[config.mk]
export PLATFORM = sky130hd
export DESIGN_NAME = pc_gen_flat
export DESIGN_NICKNAME = d
export VERILOG_FILES = /design/src/rtl/pc_gen_if.sv /design/src/rtl/pc_gen.sv /design/src/flat_wrapper.sv
export SDC_FILE = /design/constraint.sdc
export NUM_CORES = 1
export LEC_CHECK = 0
export CORE_AREA = 2 2 143 145
export DETAILED_ROUTE_END_ITERATION = 8
export DIE_AREA = 0 0 145 147
export PLACE_DENSITY_LB_ADDON = 0.12
export SLEW_MARGIN = 20
export SYNTH_ARGS = -nofsm -noshare
export SYNTH_HDL_FRONTEND = slang
export SYNTH_SLANG_ARGS = --single-unit
[constraint.sdc]
create_clock -name clk -period 6.4 [get_ports clk]
set_clock_uncertainty 0.2 [all_clocks]
set_input_delay 1.28 -clock clk [delete_from_list [all_inputs] [get_ports clk]]
set_output_delay 1.28 -clock clk [all_outputs]
set_load 0.02 [all_outputs]
[src/rtl/pc_gen_if.sv]
// Fetch-stage PC generator bus: control and target inputs toward the generator, PC and RAS status back.
// Latency: none, wires only.
// Backpressure: stall is the only flow control and is carried here.
interface pc_gen_if #(
  parameter int WIDTH = 32
);
  logic             stall;
  logic [2:0]       pc_src;
  logic             push;
  logic [WIDTH-1:0] imm;
  logic [WIDTH-1:0] jump_address;
  logic [WIDTH-1:0] rs1;
  logic [WIDTH-1:0] pc;
  logic [WIDTH-1:0] pc_plus4;
  logic [WIDTH-1:0] inc;
  logic             ras_empty;
  logic             ras_full;
  logic             ras_underflow;
  logic             ras_overflow;
  logic             misalign;

  modport master (
    output stall, pc_src, push, imm, jump_address, rs1,
    input  pc, pc_plus4, inc, ras_empty, ras_full, ras_underflow, ras_overflow, misalign
  );

  modport slave (
    input  stall, pc_src, push, imm, jump_address, rs1,
    output pc, pc_plus4, inc, ras_empty, ras_full, ras_underflow, ras_overflow, misalign
  );
endinterface

[src/rtl/pc_gen.sv]
// Next-PC select (inc/branch/jump/reg-jump/return) with a circular return-address stack.
// Latency: target chosen in cycle n is on pc in cycle n+1, no bubbles.
// Backpressure: stall freezes pc, RAS and pointers; the pulses read 0 on the next cycle.
module pc_gen #(
  parameter int               WIDTH        = 32,
  parameter logic [WIDTH-1:0] RESET_VECTOR = '0,
  parameter int               RAS_DEPTH    = 4
) (
  input logic   clk,
  input logic   rst,
  pc_gen_if.slave bus
);
  localparam int         PW       = $clog2(RAS_DEPTH);
  localparam logic [PW:0] FULL_CNT = (PW+1)'(RAS_DEPTH);

  localparam logic [2:0] SRC_INC = 3'b000;
  localparam logic [2:0] SRC_BR  = 3'b001;
  localparam logic [2:0] SRC_JMP = 3'b010;
  localparam logic [2:0] SRC_RJ  = 3'b011;
  localparam logic [2:0] SRC_RET = 3'b100;

  logic [WIDTH-1:0] pc_q;
  logic [WIDTH-1:0] pc_plus4;
  logic [WIDTH-1:0] rj_sum;
  logic [WIDTH-1:0] target_raw;
  logic [WIDTH-1:0] ras_mem [RAS_DEPTH];
  logic [PW-1:0]    top_q;
  logic [PW:0]      count_q;
  logic             ras_empty;
  logic             ras_full;
  logic             pop;
  logic             misalign_q;
  logic             underflow_q;
  logic             overflow_q;

  assign pc_plus4  = pc_q + WIDTH'(4);
  assign rj_sum    = bus.rs1 + bus.imm;
  assign ras_empty = (count_q == '0);
  assign ras_full  = (count_q == FULL_CNT);
  assign pop       = (bus.pc_src == SRC_RET);

  always_comb begin
    target_raw = pc_plus4;
    case (bus.pc_src)
      SRC_INC: target_raw = pc_plus4;
      SRC_BR:  target_raw = pc_q + (bus.imm << 2);
      SRC_JMP: target_raw = bus.jump_address << 2;
      SRC_RJ:  target_raw = {rj_sum[WIDTH-1:1], 1'b0};
      // An empty stack falls through to sequential fetch.
      SRC_RET: target_raw = ras_empty ? pc_plus4 : ras_mem[top_q];
      default: target_raw = pc_plus4;
    endcase
  end

  always_ff @(posedge clk or negedge rst) begin
    if (!rst) begin
      pc_q        <= RESET_VECTOR;
      top_q       <= '0;
      count_q     <= '0;
      misalign_q  <= 1'b0;
      underflow_q <= 1'b0;
      overflow_q  <= 1'b0;
    end else if (bus.stall) begin
      misalign_q  <= 1'b0;
      underflow_q <= 1'b0;
      overflow_q  <= 1'b0;
    end else begin
      pc_q        <= {target_raw[WIDTH-1:2], 2'b00};
      misalign_q  <= target_raw[1];
      underflow_q <= pop && !bus.push && ras_empty;
      overflow_q  <= bus.push && !pop && ras_full;
      // Pop+push swaps the top in place, so pointer and count stay put.
      if (bus.push && !pop) begin
        top_q <= top_q + 1'b1;
        if (!ras_full) count_q <= count_q + 1'b1;
      end else if (pop && !bus.push && !ras_empty) begin
        top_q   <= top_q - 1'b1;
        count_q <= count_q - 1'b1;
      end
    end
  end

  always_ff @(posedge clk) begin
    if (!bus.stall && bus.push) begin
      if (pop) ras_mem[top_q]        <= pc_plus4;
      else     ras_mem[top_q + 1'b1] <= pc_plus4;
    end
  end

  assign bus.pc            = pc_q;
  assign bus.pc_plus4      = pc_plus4;
  assign bus.inc           = pc_plus4 >> 2;
  assign bus.ras_empty     = ras_empty;
  assign bus.ras_full      = ras_full;
  assign bus.ras_underflow = underflow_q;
  assign bus.ras_overflow  = overflow_q;
  assign bus.misalign      = misalign_q;
endmodule
[src/flat_wrapper.sv]
// flat-port wrapper written by rule: the top's interface ports become plain ports
module pc_gen_flat 
#(
  parameter int               WIDTH        = 32,
  parameter logic [WIDTH-1:0] RESET_VECTOR = '0,
  parameter int               RAS_DEPTH    = 4
)
  (clk, rst, bus_stall, bus_pc_src, bus_push, bus_imm, bus_jump_address, bus_rs1, bus_pc, bus_pc_plus4, bus_inc, bus_ras_empty, bus_ras_full, bus_ras_underflow, bus_ras_overflow, bus_misalign);
  pc_gen_if #(.WIDTH(WIDTH)) bus_i ();
  input logic clk;
  input logic rst;
  input wire logic [$bits(bus_i.stall)-1:0] bus_stall;
  input wire logic [$bits(bus_i.pc_src)-1:0] bus_pc_src;
  input wire logic [$bits(bus_i.push)-1:0] bus_push;
  input wire logic [$bits(bus_i.imm)-1:0] bus_imm;
  input wire logic [$bits(bus_i.jump_address)-1:0] bus_jump_address;
  input wire logic [$bits(bus_i.rs1)-1:0] bus_rs1;
  output wire logic [$bits(bus_i.pc)-1:0] bus_pc;
  output wire logic [$bits(bus_i.pc_plus4)-1:0] bus_pc_plus4;
  output wire logic [$bits(bus_i.inc)-1:0] bus_inc;
  output wire logic [$bits(bus_i.ras_empty)-1:0] bus_ras_empty;
  output wire logic [$bits(bus_i.ras_full)-1:0] bus_ras_full;
  output wire logic [$bits(bus_i.ras_underflow)-1:0] bus_ras_underflow;
  output wire logic [$bits(bus_i.ras_overflow)-1:0] bus_ras_overflow;
  output wire logic [$bits(bus_i.misalign)-1:0] bus_misalign;
  assign bus_i.stall = bus_stall;
  assign bus_i.pc_src = bus_pc_src;
  assign bus_i.push = bus_push;
  assign bus_i.imm = bus_imm;
  assign bus_i.jump_address = bus_jump_address;
  assign bus_i.rs1 = bus_rs1;
  assign bus_pc = bus_i.pc;
  assign bus_pc_plus4 = bus_i.pc_plus4;
  assign bus_inc = bus_i.inc;
  assign bus_ras_empty = bus_i.ras_empty;
  assign bus_ras_full = bus_i.ras_full;
  assign bus_ras_underflow = bus_i.ras_underflow;
  assign bus_ras_overflow = bus_i.ras_overflow;
  assign bus_misalign = bus_i.misalign;
  pc_gen #(.WIDTH(WIDTH), .RESET_VECTOR(RESET_VECTOR), .RAS_DEPTH(RAS_DEPTH)) u_core (.clk(clk), .rst(rst), .bus(bus_i));
endmodule
==> metrics.md <==
| Metric | Value |
|---|---|
| Post-CTS sizing | `0` |
| Max clock buf depth | `2` |
| Post-DP HPWL | `approximately 26 mm` |
| DRC | `0` |
| Via count | `9948` |
| CTS root buf | `clkbuf_16` |
| DRT Pass-1 Iters | `5` |
| Status | `finished, final reports clean` |
| Placed insts | `~1500` |
| Io pins | `just over 200` |
| Avg Inst Size Synth | `9.99 um^2` |
| Buffers on Ports | `just under 200` |
| Synth area leader | `edfxtp_1` |
| Die area | `21300 um^2` |
| Clk sinks | `about 160` |
| FF+latch count, synth | `158` |
| Post CTS Setup Buffer Count | `0` |
| Leakage | `between 5 and 6 nW` |
| Post-layout util | `0.696` |
| Initial antenna violation count | `0` |
| # hold bufs at CTS | `0` |
| Routed wire length | `between 30 and 40 mm` |
| HP Class | `flop to flop` |
| Die height | `about 150 um` |
| Initial Utilization | `0.566` |
| Async set or reset register ratio after synthesis | `0.241` |
| Arr. time, crit path | `a little over 4 ns` |
| First-pass GRT wire length | `about 53 mm` |
| MaxCap Viol Count | `0` |
| Clock transition at path regs | `0.08 ns` |
| Top cells by area, synth | `edfxtp_1 (32%), dfrtp_1 (8.5%), ha_1 (6.7%), mux4_2 (6.0%), a21oi_1 (5.4%)` |
| Endpoints failing setup | `0` |
| Largest net degree at the start of global routing | `43` |
| Worst-Margin Slew | `0.982 ns` |
| Clock Latency Late Sink | `about 0.43 ns` |
| Yosys cell types | `73` |
| Commonest non-fill, non-tap cell in the layout | `clkdlybuf4s50_1` |
| Pre-CTS setup slack | `between 1 and 1.5 ns` |
| WL/cell | `between 20 and 25 um` |
| Core Area | `just under 20000 um^2` |
| Sequential fraction of the synthesis area | `0.406` |
| Die W | `between 100 and 150 um` |
| Setup crit end kind | `output pin` |
| F_max | `0.181 GHz` |
| P&R area growth vs syn | `23.0%` |
| H-tree depth | `4` |
| Peak supply drop | `approximately 0.26 mV` |
| Post-Syn Area | `~11000 um^2` |
| Post-Layout Cell Count | `1556` |
| Routability congestion estimate | `0.948` |
| Max_slew headroom | `0.345` |
| PwrDens | `roughly 360 nW/um^2` |
| CTS tree | `yes` |
| Grt total ovfl | `0` |
| Commonest non-fill, non-tap cells in the layout | `clkdlybuf4s50_1 (194), edfxtp_1 (120), a21oi_1 (119)` |
| Via density | `approximately 6.4` |
| Number of enable flip-flop cells after synthesis | `120` |
| Initial DRC Count | `814` |
| Yosys warns | `0` |
| Layout cells sized above 1 | `0.0762` |
| Ant diodes | `0` |
| Mapped Cells | `about 1100` |
| Post-Route Setup TNS | `0 ns` |
| Maximum fanout along the worst path | `7` |
| Nets | `about 1400` |
| Area of the multi-input gates | `slightly above 6000 um^2` |
| Fill count | `around 1500` |
| Top cell type's share of synthesized area | `0.321` |
| Worst setup margin | `roughly 0.9 ns` |
| CP startpoint kind | `flop` |
| Global Route Usage Sum | `0.321` |
| Final worst-path cycle share | `0.863` |
| Crit path required time | `~5 ns` |
| RSZ-0062 raised after global routing | `no` |
| Min cycle time layout | `around 5.5 ns` |
| Register Area | `4560 um^2` |
| Number of global-route vias before repair | `just over 9000` |
| Routed Antenna Nets | `0` |
| Top_reg_cell synth | `edfxtp_1` |
| Hold Vio Cnt, Final | `0` |
| Placement Rows | `between 50 and 60` |
| Slew Limit Fails | `0` |
| Inserted Clock Buffers | `17` |
| Type of the worst setup path | `flop to output pin` |
==> synth_stat cells (9+ instances only) <==
master / instances
a21oi_1: 120
edfxtp_1: 120
nand2_1: 97
nor2_1: 77
ha_1: 60
xnor2_1: 47
nand3_1: 45
clkbuf_1: 42
dfrtp_1: 38
o21ai_0: 38
buf_4: 36
xor2_1: 36
inv_1: 31
mux4_2: 30
a21o_1: 26
o21ai_1: 21
o22ai_1: 20
and3_1: 17
a221oi_1: 16
mux2i_1: 14
nor2b_1: 13
o211ai_1: 11
a221o_1: 10
or3_1: 10
a211oi_1: 9
nand2b_1: 9
==> logic make-up after synthesis <==
| family | Yosys count | synth area share |
|---|---|---|
| DFF | 158 | 0.406 |
| xor gates and xnor gates | 83 | 0.0648 |
| AOI/OAI and AO/OA | 340 | 0.196 |
| muxes | 48 | 0.0767 |
| and+or+nand+nor | 312 | 0.132 |
| buffers and inverters | 119 | 0.0524 |
| other | 1 | 0.000334 |
| adders and majority gates | 63 | 0.0722 |
==> registers in the layout, summed over array words and instances, names as in the netlist <==
signal,flops
u_core.count_q,3
u_core.bus.misalign,1
u_core.top_q,2
u_core.bus.pc,30
u_core.bus.ras_overflow,1
u_core.ras_mem,120
u_core.bus.ras_underflow,1
==> worst max-delay path, cell delays in order, from the launching register on <==
cell,delay [ns]
dfrtp_1,0.49
ha_1,0.29
nand2_1,0.11
nor3_1,0.42
nand3_1,0.17
or2_1,0.30
or3_1,0.45
xnor2_1,0.63
clkdlybuf4s50_1,0.75
==> metrics by stage <==
| stage | instance area [um^2] | power [W] | hold slack (ns) |
|---|---|---|---|
| after floorplan | 11200 | 0.00312 | 0.288 |
| after global placement | 13200 | 0.00392 | 0.329 |
| after detailed placement | 13200 | 0.00396 | 0.330 |
| after CTS | 13800 | 0.00499 | 0.356 |
| after global routing | 13800 | 0.00522 | 0.414 |
| final | 13800 | 0.00500 | 0.355 |
==> final timing paths <==
check	cells past startpoint	slack [ns]	endpoint	from
min in group asynchronous	1	0.81	u_core.bus.pc[31]$_DFFE_PN0N_	rst
setup / recovery	8	0.88	bus_inc[20]	u_core.bus.pc[2]$_DFFE_PN0N_
hold reg to reg	1	0.35	u_core.count_q[2]$_DFFE_PN0P_	u_core.count_q[2]$_DFFE_PN0P_
hold / removal	1	0.35	u_core.count_q[2]$_DFFE_PN0P_	u_core.count_q[2]$_DFFE_PN0P_
max in group asynchronous	1	4.50	u_core.top_q[0]$_DFFE_PN0P_	rst
setup reg to reg	9	2.79	u_core.bus.pc[22]$_DFFE_PN0N_	u_core.bus.pc[2]$_DFFE_PN0N_
==> final cells by class <==
type / instances / share of cell area
Multi-Input combinational cell: 852 / 0.443
Sequential cell: 158 / 0.330
Timing Repair Buffer: 212 / 0.150
Clock buffer: 18 / 0.0311
Tap cell: 270 / 0.0245
Clock inverter: 14 / 0.0123
Inverter: 32 / 0.00870
==> where the power goes <==
group / internal, W / switching (W)
combinational: 0.00105 / 0.00138
clock: 0.000560 / 0.000466
sequential: 0.00134 / 0.000195
total: 0.00295 / 0.00204
==> routing by layer <==
layer / vias up / track usage / share of wire
met5: - / 0 / 0
met3: 83 / 0.0621 / 0.082
met1: 4773 / 0.415 / 0.39
li1: 4532 / - / -
met2: 560 / 0.538 / 0.48
met4: 0 / 0.131 / 0.039
(Power assumes the default switching activity.)
